**src/rtl/sfp_test_pkg.sv**
```systemverilog
// Shared definitions for the SFP loopback test path (frame generator and checker).
// Holds the checker FSM state type, CRC-32 constants, the preamble/SFD bytes and the
// EtherType used by the generated test frames.
package sfp_test_pkg;

    typedef enum logic [1:0] {
        StIdle     = 2'd0,
        StPreamble = 2'd1,
        StData     = 2'd2,
        StDrop     = 2'd3
    } chk_state_t;

    localparam logic [31:0] CRC32_POLY      = 32'h04C11DB7;
    // Bit-reversed form of CRC32_POLY, used by the LSB-first shift register.
    localparam logic [31:0] CRC32_POLY_REFL = 32'hEDB88320;
    localparam logic [31:0] CRC32_INIT      = 32'hFFFFFFFF;
    // Register value left after clocking a frame plus its own valid FCS through the CRC.
    localparam logic [31:0] CRC32_RESIDUE   = 32'hDEBB20E3;

    localparam logic [7:0]  PREAMBLE_BYTE   = 8'h55;
    localparam logic [7:0]  SFD_BYTE        = 8'hD5;

    localparam logic [15:0] ETHERTYPE_DEFAULT = 16'h88B5;

endpackage

```
**src/rtl/crc32_d8.sv**
```systemverilog
// Combinational one-byte step of the reflected Ethernet CRC-32 (LSB first).
// Ports:
//   crc_i  - current CRC register
//   data_i - byte to absorb, bit 0 first
//   crc_o  - CRC register after absorbing data_i (no final inversion)
module crc32_d8
    import sfp_test_pkg::*;
(
    input  logic [31:0] crc_i,
    input  logic [7:0]  data_i,
    output logic [31:0] crc_o
);

    always_comb begin
        crc_o = crc_i;
        for (int b = 0; b < 8; b++) begin
            if (crc_o[0] ^ data_i[b]) begin
                crc_o = (crc_o >> 1) ^ CRC32_POLY_REFL;
            end else begin
                crc_o = crc_o >> 1;
            end
        end
    end

endmodule

```
**config.mk**
```make
export PLATFORM = sky130hd
export DESIGN_NAME = crc32_d8
export DESIGN_NICKNAME = d
export VERILOG_FILES = /design/src/rtl/sfp_test_pkg.sv /design/src/rtl/crc32_d8.sv
export SDC_FILE = /design/constraint.sdc
export NUM_CORES = 1
export LEC_CHECK = 0
export ABC_CLOCK_PERIOD_IN_PS = 5550
export CORE_MARGIN = 2
export CORE_UTILIZATION = 35
export DETAILED_ROUTE_END_ITERATION = 8
export PLACE_DENSITY = 0.91
export SKIP_LAST_GASP = 1
export SLEW_MARGIN = 20
export SYNTH_ARGS = -nofsm -noshare
export SYNTH_HDL_FRONTEND = slang
export SYNTH_SLANG_ARGS = --single-unit
```
**constraint.sdc**
```tcl
create_clock -name vclk -period 5.55
set_input_delay 1.665 -clock vclk [all_inputs]
set_output_delay 1.665 -clock vclk [all_outputs]
set_load 0.05 [all_outputs]
```
==> results of run 1 <==
==> logic make-up after synthesis <==
group                     count (synthesis)  synth area share
xor gates and xnor gates                 70             1.000
==> worst max-delay path, cell delays in order <==
cell	delay, ps
clkdlybuf4s50_1	490
xnor2_4	370
xor2_4	190
buf_4	220
xor2_2	260
xor2_1	290
buf_12	180
==> layout make-up <==
class,count,area (µm²),area share
multi-input cells,70,777.0,0.4207
well taps,27,33.78,0.01829
repair buffers,80,1036,0.5610
==> power groups by stage <==
| stage | clock, µW | combinational [µW] | sequential [µW] |
|---|---|---|---|
| 2_1_floorplan | 0 | 580 | 0 |
| 3_3_place_gp | 0 | 1100 | 0 |
| 3_5_place_dp | 0 | 1120 | 0 |
| 4_1_cts | 0 | 1130 | 0 |
| 5_1_grt | 0 | 1150 | 0 |
| 6_report | 0 | 1120 | 0 |
==> Yosys cell counts <==
master / n
xnor2_1: 43
xor2_2: 5
xnor3_1: 1
xor2_4: 1
xnor2_2: 5
xnor2_4: 1
xor3_1: 2
xor2_1: 12
==> cell usage in the layout (no fill, tap or decap) <==
master	instances
xor2_1	12
xnor2_4	1
buf_4	10
xor2_4	1
xnor2_1	42
xnor3_1	1
clkdlybuf4s50_1	44
buf_12	26
xnor2_2	6
xor3_1	2
xor2_2	5
==> path summary, 6_finish.rpt <==
kind	slack (ps)	cells after the start	endpoint
min	4080	3	crc_o[4]
max	210	7	crc_o[27]
==> through the flow <==
step                std cells  hold WS, ps
finish                    177         4078
global route              177         4092
CTS                       177         4084
detailed placement        177         4081
global placement          177         4054
floorplan                  70         3635
==> routing by layer <==
metal  track usage  wire length, µm
met4             0                0
met2        0.4496             1565
met3       0.02632              146
met5             0                0
met1        0.2606             1073
==> results.sh, run 1 <==
export IMPL_p_int_uw=520.6
export IMPL_clockBufferCount=0
export IMPL_antenna_found_initial=0
export IMPL_ir_drop_mv=0.7048
export IMPL_slew_headroom=0.6648
export IMPL_syn_avg_cell_area_um2=10.99
export IMPL_p_comb_frac=1.000
export IMPL_final_setup_viol_count=0
export IMPL_tightest_slew_ps=499.1
export IMPL_fin_util=0.9134
export IMPL_critical_path_arrival_ps=3670
export IMPL_grt_pass1_vias=864
export IMPL_die_area_um2=2590
export IMPL_cellPowerDensity_nw_per_um2=605.4
export IMPL_path_class="in2out"
export IMPL_portBuffers=72
export IMPL_drt_pass1_iter_count=4
export IMPL_grt_max_degree=7
export IMPL_min_delay_start="crc_i[12]"
export IMPL_final_nets=192
export IMPL_pwr_share_seq=0
export IMPL_slew_viol_final=0
export IMPL_postCtsSetupBuffers=0
export IMPL_start_kind="input pin"
export IMPL_grt_overflow=0
export IMPL_ant_nets=0
export IMPL_grt_pass1_wl_um=4367
export IMPL_n_antenna_cell=0
export IMPL_dpl_cell_area_um2=1847
export IMPL_avgRoutedWirePerCell_um=15.74
export IMPL_hpwl_um=2609
export IMPL_status="completed"
export IMPL_cp_max_fo=6
export IMPL_fmax_ghz=0.1873
export IMPL_final_area_um2=1847
export IMPL_startpoint="data_i[1]"
export IMPL_grt_use_total=0.2215
export IMPL_hold_class="in2out"
export IMPL_synth_area_leaders="xnor2_1 (49%), xor2_1 (14%), xnor2_2 (11%)"
export IMPL_crit_required_ps=3880
export IMPL_dr_first_iter_drc_count=4
export IMPL_initial_core_util=0.3806
export IMPL_syn_area_um2=769.5
export IMPL_synth_top_area_share=0.4894
export IMPL_viasPerCell=4.328
export IMPL_drc=0
export IMPL_cts_resized=0
export IMPL_switching_share=0.5343
export IMPL_synth_top_area_cell="xnor2_1"
export IMPL_synth_cell_types=8
export IMPL_syn_instance_count=70
export IMPL_min_period_ps=5339
export IMPL_synth_warnings=0
export IMPL_syn_to_final_growth_pct=140.0
export IMPL_synth_fp_nets=110
export IMPL_routed_wl_um=2786
export IMPL_grt_setup_unrepaired="no"
export IMPL_fin_ws_ps=211.1
export IMPL_cp_end_kind="output port"
export IMPL_fin_setup_tns_ps=0
export IMPL_synth_seq_area_share=0
export IMPL_fin_crit_sh=0.9620
export IMPL_p_leak_uw=0.0007394
export IMPL_fin_total_pwr_uw=1118
export IMPL_place_congestion=0.7024
export IMPL_clockPowerShare=0
export IMPL_fill_cells=83
export IMPL_drive_gt1_frac=0.3267
export IMPL_hold_buffers=0
export IMPL_hold_violations=0
export IMPL_rows=16
export IMPL_fp_dieH_um=50.89
export IMPL_die_x_um=50.89
export IMPL_ioPinCount=72
export IMPL_place_ws_ps=197.4
export IMPL_ff_latch_area_um2=0
export IMPL_vias=766
export IMPL_maxCapViolCount=0
export IMPL_p_switching_uw=597.4
export IMPL_core_area_um2=2022
export IMPL_design_seq_count=0
Note: power is estimated with default switching activity, not from simulation.
==> inputs of run 2 (changes only) <==
--- a/config.mk
+++ b/config.mk
@@ -5,11 +5,11 @@
 export SDC_FILE = /design/constraint.sdc
 export NUM_CORES = 1
 export LEC_CHECK = 0
-export ABC_CLOCK_PERIOD_IN_PS = 5550
+export ABC_CLOCK_PERIOD_IN_PS = 5400
 export CORE_MARGIN = 2
-export CORE_UTILIZATION = 35
+export CORE_UTILIZATION = 32
 export DETAILED_ROUTE_END_ITERATION = 8
-export PLACE_DENSITY = 0.91
+export PLACE_DENSITY = 0.84
 export SKIP_LAST_GASP = 1
 export SLEW_MARGIN = 20
 export SYNTH_ARGS = -nofsm -noshare
==> constraint.sdc (replaced) <==
create_clock -name vclk -period 5.4
set_input_delay 1.62 -clock vclk [all_inputs]
set_output_delay 1.62 -clock vclk [all_outputs]
set_load 0.05 [all_outputs]
==> run 2 against run 1 <==
Effect of this change: count of clock-buffer cells in the layout unchanged; via count up 2.2%; total power up 3.5%; sequential share of layout area unchanged; combinational power up 4%; routed wire length down 0.47%; final cell count up 1.1%; design area up 1.6%; critical path depth down 1; die area up 8.6%; non-clock buffer count up 1; critical path type unchanged.
==> results.sh, run 2 (same netlist as run 1, synthesis figures left out) <==
export IMPL_vias=783
export IMPL_ir_drop_mv=0.6518
export IMPL_min_period_ps=5257
export IMPL_design_seq_count=0
export IMPL_n_antenna_cell=0
export IMPL_fmax_ghz=0.1902
export IMPL_fp_dieH_um=53.04
export IMPL_p_switching_uw=620.5
export IMPL_fin_setup_tns_ps=0
export IMPL_grt_use_total=0.2001
export IMPL_p_comb_frac=1.000
export IMPL_routed_wl_um=2773
export IMPL_status="completed"
export IMPL_die_area_um2=2813
export IMPL_cp_cell_sequence="clkdlybuf4s50_1 -> xnor2_2 -> xnor2_1 -> xnor2_2 -> xor3_1 -> buf_12"
export IMPL_path_class="in2out"
export IMPL_final_setup_viol_count=0
export IMPL_critical_path_arrival_ps=3640
export IMPL_viasPerCell=4.374
export IMPL_slew_viol_final=0
export IMPL_whs_ps=3986
export IMPL_drive_gt1_frac=0.3576
export IMPL_grt_pass1_wl_um=4229
export IMPL_grt_setup_unrepaired="no"
export IMPL_place_congestion=0.6416
export IMPL_place_ws_ps=81.58
export IMPL_hold_class="in2out"
export IMPL_dr_first_iter_drc_count=3
export IMPL_hold_buffers=0
export IMPL_initial_core_util=0.3445
export IMPL_avgRoutedWirePerCell_um=15.49
export IMPL_fill_cells=125
export IMPL_hold_violations=0
export IMPL_ff_latch_area_um2=0
export IMPL_cp_num_buf_inv=2
export IMPL_grt_pass1_vias=956
export IMPL_rows=17
export IMPL_p_int_uw=536.5
export IMPL_grt_overflow=0
export IMPL_pwr_share_seq=0
export IMPL_cp_end_kind="output port"
export IMPL_drt_pass1_iter_count=4
export IMPL_final_area_um2=1876
export IMPL_final_common_cell="clkdlybuf4s50_1"
export IMPL_crit_required_ps=3780
export IMPL_drc=0
export IMPL_maxCapViolCount=0
export IMPL_dpl_cell_area_um2=1861
export IMPL_fin_ws_ps=142.9
export IMPL_ioPinCount=72
export IMPL_start_kind="input pin"
export IMPL_hpwl_um=2390
export IMPL_ant_nets=0
export IMPL_cts_resized=0
export IMPL_grt_max_degree=7
export IMPL_crit_top_cell="xnor2_2"
export IMPL_portBuffers=72
export IMPL_cp_max_fo=4
export IMPL_syn_to_final_growth_pct=143.7
export IMPL_tightest_slew_ps=506.4
export IMPL_crit_path_top_delay_cell="clkdlybuf4s50_1"
export IMPL_clockBufferCount=0
export IMPL_slowest_delay_ps=440
export IMPL_fin_crit_sh=0.9735
export IMPL_antenna_found_initial=0
export IMPL_clockPowerShare=0
export IMPL_slew_headroom=0.6614
export IMPL_postCtsSetupBuffers=0
export IMPL_switching_share=0.5363
export IMPL_core_area_um2=2233
export IMPL_mostFrequentLayoutCells="clkdlybuf4s50_1 (43), xnor2_1 (41), buf_12 (26)"
export IMPL_final_nets=193
export IMPL_critPathTopFamily="XOR/XNOR gates"
export IMPL_cellPowerDensity_nw_per_um2=616.9
export IMPL_die_x_um=53.04
export IMPL_p_leak_uw=0.0007533
-- run 2: cell count changes in the layout (fill, tap and decap cells not counted), sizes merged --
cell           previous run  this run
buf                      36        38
clkdlybuf4s50            44        43
-- run 2: per-layer routing --
layer  GRT usage  part of all wire  wire length [µm]
met2      0.4146              0.57              1592
met1      0.2107              0.33               915
met5           0                 0                 0
met3     0.03955             0.086               238
met4     0.01282            0.0090                25
-- run 2: final timing paths --
path | start | to | slack (ps) | cells past startpoint
setup / recovery | data_i[0] | crc_o[23] | 140 | 6
hold / removal | crc_i[9] | crc_o[1] | 3990 | 3
-- run 2: tightest hold or removal path, cell delays in order --
cell,delay [ps]
clkdlybuf4s50_1,490
xnor2_1,80
buf_4,180
-- run 2: area by class of cell --
| cell class | count | area (µm²) | area share |
|---|---|---|---|
| repair buffers | 81 | 1041 | 0.5550 |
| well taps | 28 | 35.03 | 0.01868 |
| multi-input cells | 70 | 799.5 | 0.4263 |
-- run 2: stage by stage --
step	power [µW]	cells	utilization
floorplan	599.8	70	-
global placement	1139	179	0.8331
detailed placement	1158	179	0.8331
CTS	1160	179	0.8331
global route	1198	179	0.8398
finish	1157	179	0.8398
-- run 2: power groups by stage --
| stage | combinational [µW] | clock, µW | sequential (µW) |
|---|---|---|---|
| after floorplan | 600 | 0 | 0 |
| after detailed placement | 1160 | 0 | 0 |
| final | 1160 | 0 | 0 |
| after global routing | 1200 | 0 | 0 |
| after global placement | 1140 | 0 | 0 |
| after CTS | 1160 | 0 | 0 |
